===== src/rtl/dspl_pkg.sv =====
// Shared types and helpers for the display scheduler.
//   state_e  : scheduler FSM states (SHOW drives owner data, GAP blanks the display)
//   NUM_DIG  : digits per display, DIG_W: bits per digit in driver format
//   DIG_OFF  : disabled digit with dp off (dp is active-low)
//   get_dig  : extracts digit idx (0-based, idx 0 = digit 1) from a packed digit bus
package dspl_pkg;

  typedef enum logic [0:0] {SHOW, GAP} state_e;

  localparam int unsigned NUM_DIG = 8;
  localparam int unsigned DIG_W   = 6;
  localparam int unsigned BUS_W   = NUM_DIG * DIG_W;

  // Digit format: bit0 = dp (active-low), bits 4:1 = value, bit5 = enable.
  localparam int unsigned DIG_EN_BIT = 5;
  localparam logic [DIG_W-1:0] DIG_OFF = 6'b000001;

  function automatic logic [DIG_W-1:0] get_dig(input logic [BUS_W-1:0] bus,
                                               input int unsigned idx);
    return bus[idx*DIG_W +: DIG_W];
  endfunction

endpackage


===== src/rtl/dspl_blink_gen.sv =====
// Blink phase generator for the display scheduler.
//   clock, reset : system clock, synchronous active-high reset
//   clr          : restart the blink pattern (counter and phase back to 0)
//   phase        : blink phase that applies to the next clock cycle; 1 = blinking digits off
// The phase output looks one cycle ahead so that the registered digit outputs line up
// with the phase they are shown in.
module dspl_blink_gen #(
  parameter int unsigned BLINK_HALF = 25_000_000
) (
  input  logic clock,
  input  logic reset,
  input  logic clr,
  output logic phase
);

  localparam int unsigned CNT_W = (BLINK_HALF > 1) ? $clog2(BLINK_HALF) : 1;
  localparam logic [CNT_W-1:0] CNT_MAX = CNT_W'(BLINK_HALF - 1);

  logic [CNT_W-1:0] cnt_q;
  logic             phase_q;
  logic             wrap;

  assign wrap = (cnt_q == CNT_MAX);

  always_ff @(posedge clock) begin
    if (reset || clr) begin
      cnt_q   <= '0;
      phase_q <= 1'b0;
    end else if (wrap) begin
      cnt_q   <= '0;
      phase_q <= ~phase_q;
    end else begin
      cnt_q   <= cnt_q + 1'b1;
    end
  end

  // Phase that will be held in the coming cycle.
  assign phase = clr ? 1'b0 : (phase_q ^ wrap);

endmodule


===== src/rtl/dspl_sched.sv =====
// Display scheduler: shares one 8-digit seven-segment driver between three sources.
//   clock, reset       : system clock, synchronous active-high reset
//   src0/1/2_dig [47:0]: packed digits of clock / setting / alert views (digit 1 in [5:0])
//   req [1:0]          : req[0] = source 1 request, req[1] = source 2 request
//   blink_mask [7:0]   : bit i-1 blinks digit i of the current owner
//   gnt [2:0]          : one-hot registered owner, 3'b000 while blanking between owners
//   d1..d8 [5:0]       : registered digits to the driver
// Fixed priority 2 > 1 > 0 with a minimum hold before preemption; every owner change
// inserts GAP_CYCLES blank cycles to avoid ghosting.
module dspl_sched
  import dspl_pkg::*;
#(
  parameter int unsigned MIN_HOLD   = 200_000_000,
  parameter int unsigned GAP_CYCLES = 100_000,
  parameter int unsigned BLINK_HALF = 25_000_000
) (
  input  logic               clock,
  input  logic               reset,
  input  logic [BUS_W-1:0]   src0_dig,
  input  logic [BUS_W-1:0]   src1_dig,
  input  logic [BUS_W-1:0]   src2_dig,
  input  logic [1:0]         req,
  input  logic [NUM_DIG-1:0] blink_mask,
  output logic [2:0]         gnt,
  output logic [DIG_W-1:0]   d1,
  output logic [DIG_W-1:0]   d2,
  output logic [DIG_W-1:0]   d3,
  output logic [DIG_W-1:0]   d4,
  output logic [DIG_W-1:0]   d5,
  output logic [DIG_W-1:0]   d6,
  output logic [DIG_W-1:0]   d7,
  output logic [DIG_W-1:0]   d8
);

  localparam int unsigned HOLD_W = $clog2(MIN_HOLD + 1);
  localparam int unsigned GAP_W  = (GAP_CYCLES > 1) ? $clog2(GAP_CYCLES) : 1;
  localparam logic [HOLD_W-1:0] HOLD_MAX = HOLD_W'(MIN_HOLD);
  localparam logic [GAP_W-1:0]  GAP_LAST = GAP_W'(GAP_CYCLES - 1);

  state_e            state_q, state_d;
  logic [1:0]        owner_q, owner_d;
  logic [1:0]        pending_q, pending_d;
  logic [HOLD_W-1:0] hold_q, hold_d;
  logic [GAP_W-1:0]  gap_q, gap_d;

  logic [1:0]        target;
  logic              owner_req;
  logic              do_switch;
  logic              gap_done;
  logic              phase;

  logic [2:0]        gnt_d;
  logic [BUS_W-1:0]  src_sel;
  logic [DIG_W-1:0]  dig_d [NUM_DIG];
  logic [DIG_W-1:0]  dig_q [NUM_DIG];

  // Highest active requester; source 0 is the implicit background.
  always_comb begin
    if (req[1]) begin
      target = 2'd2;
    end else if (req[0]) begin
      target = 2'd1;
    end else begin
      target = 2'd0;
    end
  end

  always_comb begin
    case (owner_q)
      2'd1:    owner_req = req[0];
      2'd2:    owner_req = req[1];
      default: owner_req = 1'b1;
    endcase
  end

  // A released owner leaves at once; preemption by a higher source waits for the hold.
  assign do_switch = (state_q == SHOW) && (target != owner_q) &&
                     (!owner_req || ((target > owner_q) && (hold_q == HOLD_MAX)));
  assign gap_done  = (state_q == GAP) && (gap_q == GAP_LAST);

  dspl_blink_gen #(
    .BLINK_HALF(BLINK_HALF)
  ) u_blink (
    .clock(clock),
    .reset(reset),
    .clr  (gap_done),
    .phase(phase)
  );

  // State and counter registers.
  always_ff @(posedge clock) begin
    if (reset) begin
      state_q   <= SHOW;
      owner_q   <= 2'd0;
      pending_q <= 2'd0;
      hold_q    <= '0;
      gap_q     <= '0;
    end else begin
      state_q   <= state_d;
      owner_q   <= owner_d;
      pending_q <= pending_d;
      hold_q    <= hold_d;
      gap_q     <= gap_d;
    end
  end

  // Next-state logic.
  always_comb begin
    state_d   = state_q;
    owner_d   = owner_q;
    pending_d = pending_q;
    hold_d    = hold_q;
    gap_d     = gap_q;
    case (state_q)
      SHOW: begin
        if (do_switch) begin
          state_d   = GAP;
          pending_d = target;
          gap_d     = '0;
        end else if (hold_q != HOLD_MAX) begin
          hold_d = hold_q + 1'b1;
        end
      end
      GAP: begin
        // Requests are not looked at here; SHOW re-evaluates them.
        if (gap_done) begin
          state_d = SHOW;
          owner_d = pending_q;
          hold_d  = '0;
        end else begin
          gap_d = gap_q + 1'b1;
        end
      end
      default: state_d = SHOW;
    endcase
  end

  // Output logic, computed for the coming cycle so gnt and data change together.
  always_comb begin
    gnt_d   = 3'b000;
    src_sel = src0_dig;
    for (int unsigned i = 0; i < NUM_DIG; i++) begin
      dig_d[i] = DIG_OFF;
    end
    if (state_d == SHOW) begin
      gnt_d = 3'b001 << owner_d;
      case (owner_d)
        2'd1:    src_sel = src1_dig;
        2'd2:    src_sel = src2_dig;
        default: src_sel = src0_dig;
      endcase
      for (int unsigned i = 0; i < NUM_DIG; i++) begin
        dig_d[i] = get_dig(src_sel, i);
        if (blink_mask[i] && phase) begin
          dig_d[i][DIG_EN_BIT] = 1'b0;
        end
      end
    end
  end

  always_ff @(posedge clock) begin
    if (reset) begin
      gnt <= 3'b001;
      for (int unsigned i = 0; i < NUM_DIG; i++) begin
        dig_q[i] <= DIG_OFF;
      end
    end else begin
      gnt <= gnt_d;
      for (int unsigned i = 0; i < NUM_DIG; i++) begin
        dig_q[i] <= dig_d[i];
      end
    end
  end

  assign d1 = dig_q[0];
  assign d2 = dig_q[1];
  assign d3 = dig_q[2];
  assign d4 = dig_q[3];
  assign d5 = dig_q[4];
  assign d6 = dig_q[5];
  assign d7 = dig_q[6];
  assign d8 = dig_q[7];

endmodule


===== config.mk =====
export PLATFORM = sky130hd
export DESIGN_NAME = dspl_sched
export DESIGN_NICKNAME = d
export VERILOG_FILES = /design/src/rtl/dspl_pkg.sv /design/src/rtl/dspl_blink_gen.sv /design/src/rtl/dspl_sched.sv
export SDC_FILE = /design/constraint.sdc
export NUM_CORES = 1
export LEC_CHECK = 0
export ABC_AREA = 1
export CAP_MARGIN = 20
export CORE_MARGIN = 2
export CORE_UTILIZATION = 52
export CTS_BUF_LIST = sky130_fd_sc_hd__clkbuf_16
export DETAILED_ROUTE_END_ITERATION = 7
export PLACE_DENSITY = 0.94
export SLEW_MARGIN = 20
export SYNTH_ARGS = -nofsm -noshare
export SYNTH_HDL_FRONTEND = slang
export SYNTH_HIERARCHICAL = 1
export SYNTH_SLANG_ARGS = --single-unit

===== constraint.sdc =====
create_clock -name clock -period 7.3 [get_ports clock]
set_input_delay 1.46 -clock clock [delete_from_list [all_inputs] [get_ports clock]]
set_output_delay 1.46 -clock clock [all_outputs]
set_load 0.02 [all_outputs]

==> flow_summary.ini <==
[logic_synthesis]
ys_ff_latch = 127
synth_top_area_cell = dfxtp_1
syn-num-nets = 1307
syn_inst = 1140
synth_top_area_share_pct = 34.7
yosys_warnings = 6
seq_area_frac_synth_pct = 34.7
synthTopCellsByArea = dfxtp_1, nand2_1, nand3_1
synth_cell_types = 35
synth_area_um2 = 7330
syn_avg_cell_area_um2 = 6.43

[die]
dieArea_um2 = 15100
die_w_um = 123
boundaryPins = 207
start_util_pct = 53.0
core.rowCount = 43
die_h_um = 123
coreArea_um2 = 13800

[cells_and_area]
finalNetCount = 1482
antenna_cells = 0
fillers = 1054
stdcell_count = 1508
area_growth_pct = 35.0
drive_gt1_share_pct = 7.23
multi_input_area_um2 = 4230
regArea_um2 = 2540

[setup_path]
slowest_stage = inv_4
cp_data_arrival_time_ns = 4.51
end_kind = flip-flop
crit_path_max_incr_delay_ns = 0.59
crit_path_frequent_cell = inv_1
path_cells = clkdlybuf4s50_1 > inv_1 > nor2_1 > inv_1 > ha_1 > a21oi_1 > nand3_1 > nand2_1 > nand2_2 > nand2_4 > nor2_8 > inv_4 > nor2_2
cp_data_required_time_ns = 7.58
startpoint_type = input port
critPathKind = in -> reg
critPathMaxFanout = 49

[global_route]
grt_start_max_net_pins = 60
grt_pass1_vias = 7711
track_usage_pct = 30.5
grt_pass1_wl_mm = 36.3
antenna_found_initial = 0
overflow = 0

[outcome]
status = complete, no violations

[route]
vias_per_cell = 5.29
drc = 0
drtIter0Drc = 559
wl_mm = 22.0
wl_per_cell_um = 14.6
route.vias.total = 7984
dr.pass1.iters = 8
drtAntennaViolNets = 0

[clock_tree]
clockRootBuffer = clkbuf_16
cts_setup_buffers = 0
clk_latency_ns = 0.42
cts_sinks = 127
htreeDepth = 4
numCtsBuffers = 17
cts_tree = built
ctsHoldBuffers = 0
post_cts_resize_count = 0
cts.path.max_buffers = 2
clk_pin_slew_ns = 0.05

[place]
io_buffers = 206
detailed_place_hpwl_mm = 16.1
pre_cts_ws_ns = 2.69
dp_cells = 1476
gp_congestion = 0.922

[sta]
fmax_mhz = 236
rsz0062_at_grt = no
finalCritPeriodShare_pct = 58.0
layout_setup_ws_ns = 3.07
setup_viol = 0
setup-tns-final_ns = 0
final-hold-violation-count = 0
slew_violations = 0
max_slew_margin_pct = 35.4
skew_ns = 0.00582
worst_pin_slew_ns = 0.967
layout_min_cycle_time_ns = 4.23

[power]
leakagePower_nw = 3.33
powerDensity_nw_per_um2 = 172
peakVddDrop_mv = 0.164

[run]
max_cap_violations = 0

[worst_hold_path]
hp-class = reg -> reg
==> kinds of logic (layout without fill, tap and decap cells) <==
group	count (synthesis)	in the layout	synth area share, %
simple gates	735	735	44.3
flops	127	127	34.7
buf+inv	126	314	7.83
compound gates	117	117	8.46
xor+xnor	24	24	2.87
fa+ha+maj	11	11	1.88
==> flip-flops by register name, summed over array words and instances, names as in the netlist <==
register         count
dig_q               48
hold_q              28
u_blink/cnt_q       25
gap_q               17
gnt                  3
owner_q              2
pending_q            2
state_q              1
u_blink/phase_q      1
==> worst max-delay path: cells and delay by family <==
family | cells | cell delay, ns
simple gates | 7 | 1.38
buf+inv | 4 | 1.19
fa+ha+maj | 1 | 0.29
compound gates | 1 | 0.14
==> placed cells by master, fill, tap and decap left out <==
master             n
a21oi_1           55
nand2_2            6
nor2_1           166
bufinv_16          2
inv_1             74
nor2_2            33
xnor2_1            7
nor3_2             1
nand4_1            9
nor2_4            12
inv_4              1
buf_2              1
ha_2               3
buf_4              2
nand2_4            3
ha_1               8
or2_0              2
or2_2              3
clkinv_2           4
inv_2              1
nand3b_1           4
nand3_2            1
o21bai_1           5
clkinvlp_4         5
o21ai_0           47
nor3_1            12
o211ai_1           9
nand3_1          137
clkbuf_16         17
clkdlybuf4s50_1  205
nor3b_1            4
nand2_1          341
clkinv_1           2
xor2_1            17
dfxtp_1          127
nor2_8             1
o21ai_1            1
==> cell usage after synthesis (all sizes together) <==
| master | number |
|---|---|
| nand3b | 4 |
| o21ai | 48 |
| inv | 73 |
| clkbuf | 22 |
| nor3b | 4 |
| ha | 11 |
| or2 | 5 |
| nand3 | 138 |
| clkinv | 1 |
| nor2 | 212 |
| buf | 30 |
| xnor2 | 7 |
| o211ai | 9 |
| a21oi | 55 |
| nand2 | 350 |
| dfxtp | 127 |
| xor2 | 17 |
| o21bai | 5 |
| nor3 | 13 |
| nand4 | 9 |
==> where the power goes <==
group | internal [mW] | switching, mW
Sequential | 0.711 | 0.00705
Combinational | 0.111 | 0.0720
Clock | 0.492 | 0.308
==> worst paths after layout <==
check	startpoint	endpoint	slack (ns)	cells after the start
setup / recovery	req[0]	dig_q[0][13]$_SDFF_PP0_	3.07	13
hold / removal	u_blink/cnt_q[0]$_SDFF_PP0_	u_blink/cnt_q[0]$_SDFF_PP0_	0.45	1
setup reg to reg	state_q$_SDFF_PP0_	dig_q[1][4]$_SDFF_PP0_	3.50	11
hold reg to reg	u_blink/cnt_q[0]$_SDFF_PP0_	u_blink/cnt_q[0]$_SDFF_PP0_	0.45	1
==> cell type report <==
class,instances,area share (%)
multi-input cells,887,42.7
inverters,74,2.84
repair buffers,208,20.9
clock inverters,15,1.33
flip-flops and latches,127,25.7
well taps,180,2.27
clock buffers,17,4.30
==> per-stage QoR <==
step	hold slack [ns]	total power, mW	cell area, um^2	util [%]
2_1_floorplan	0.417	0.797	7330	-
3_5_place_dp	0.445	0.915	9350	67.6
4_1_cts	0.453	1.71	9900	71.6
3_3_place_gp	0.433	0.910	9350	67.6
5_1_grt	0.491	1.76	9900	71.6
6_report	0.455	1.70	9900	71.6
==> metal layers <==
layer	up-vias	wire (um)	share of wire (%)	GRT usage, %
met5	-	0	0	0
met2	268	11200	51	53.6
met3	51	1780	8.1	11.2
li1	3994	-	-	-
met1	3671	8400	38	33.2
met4	0	650	3.0	11.9
Power figures use the tool's default switching activity.
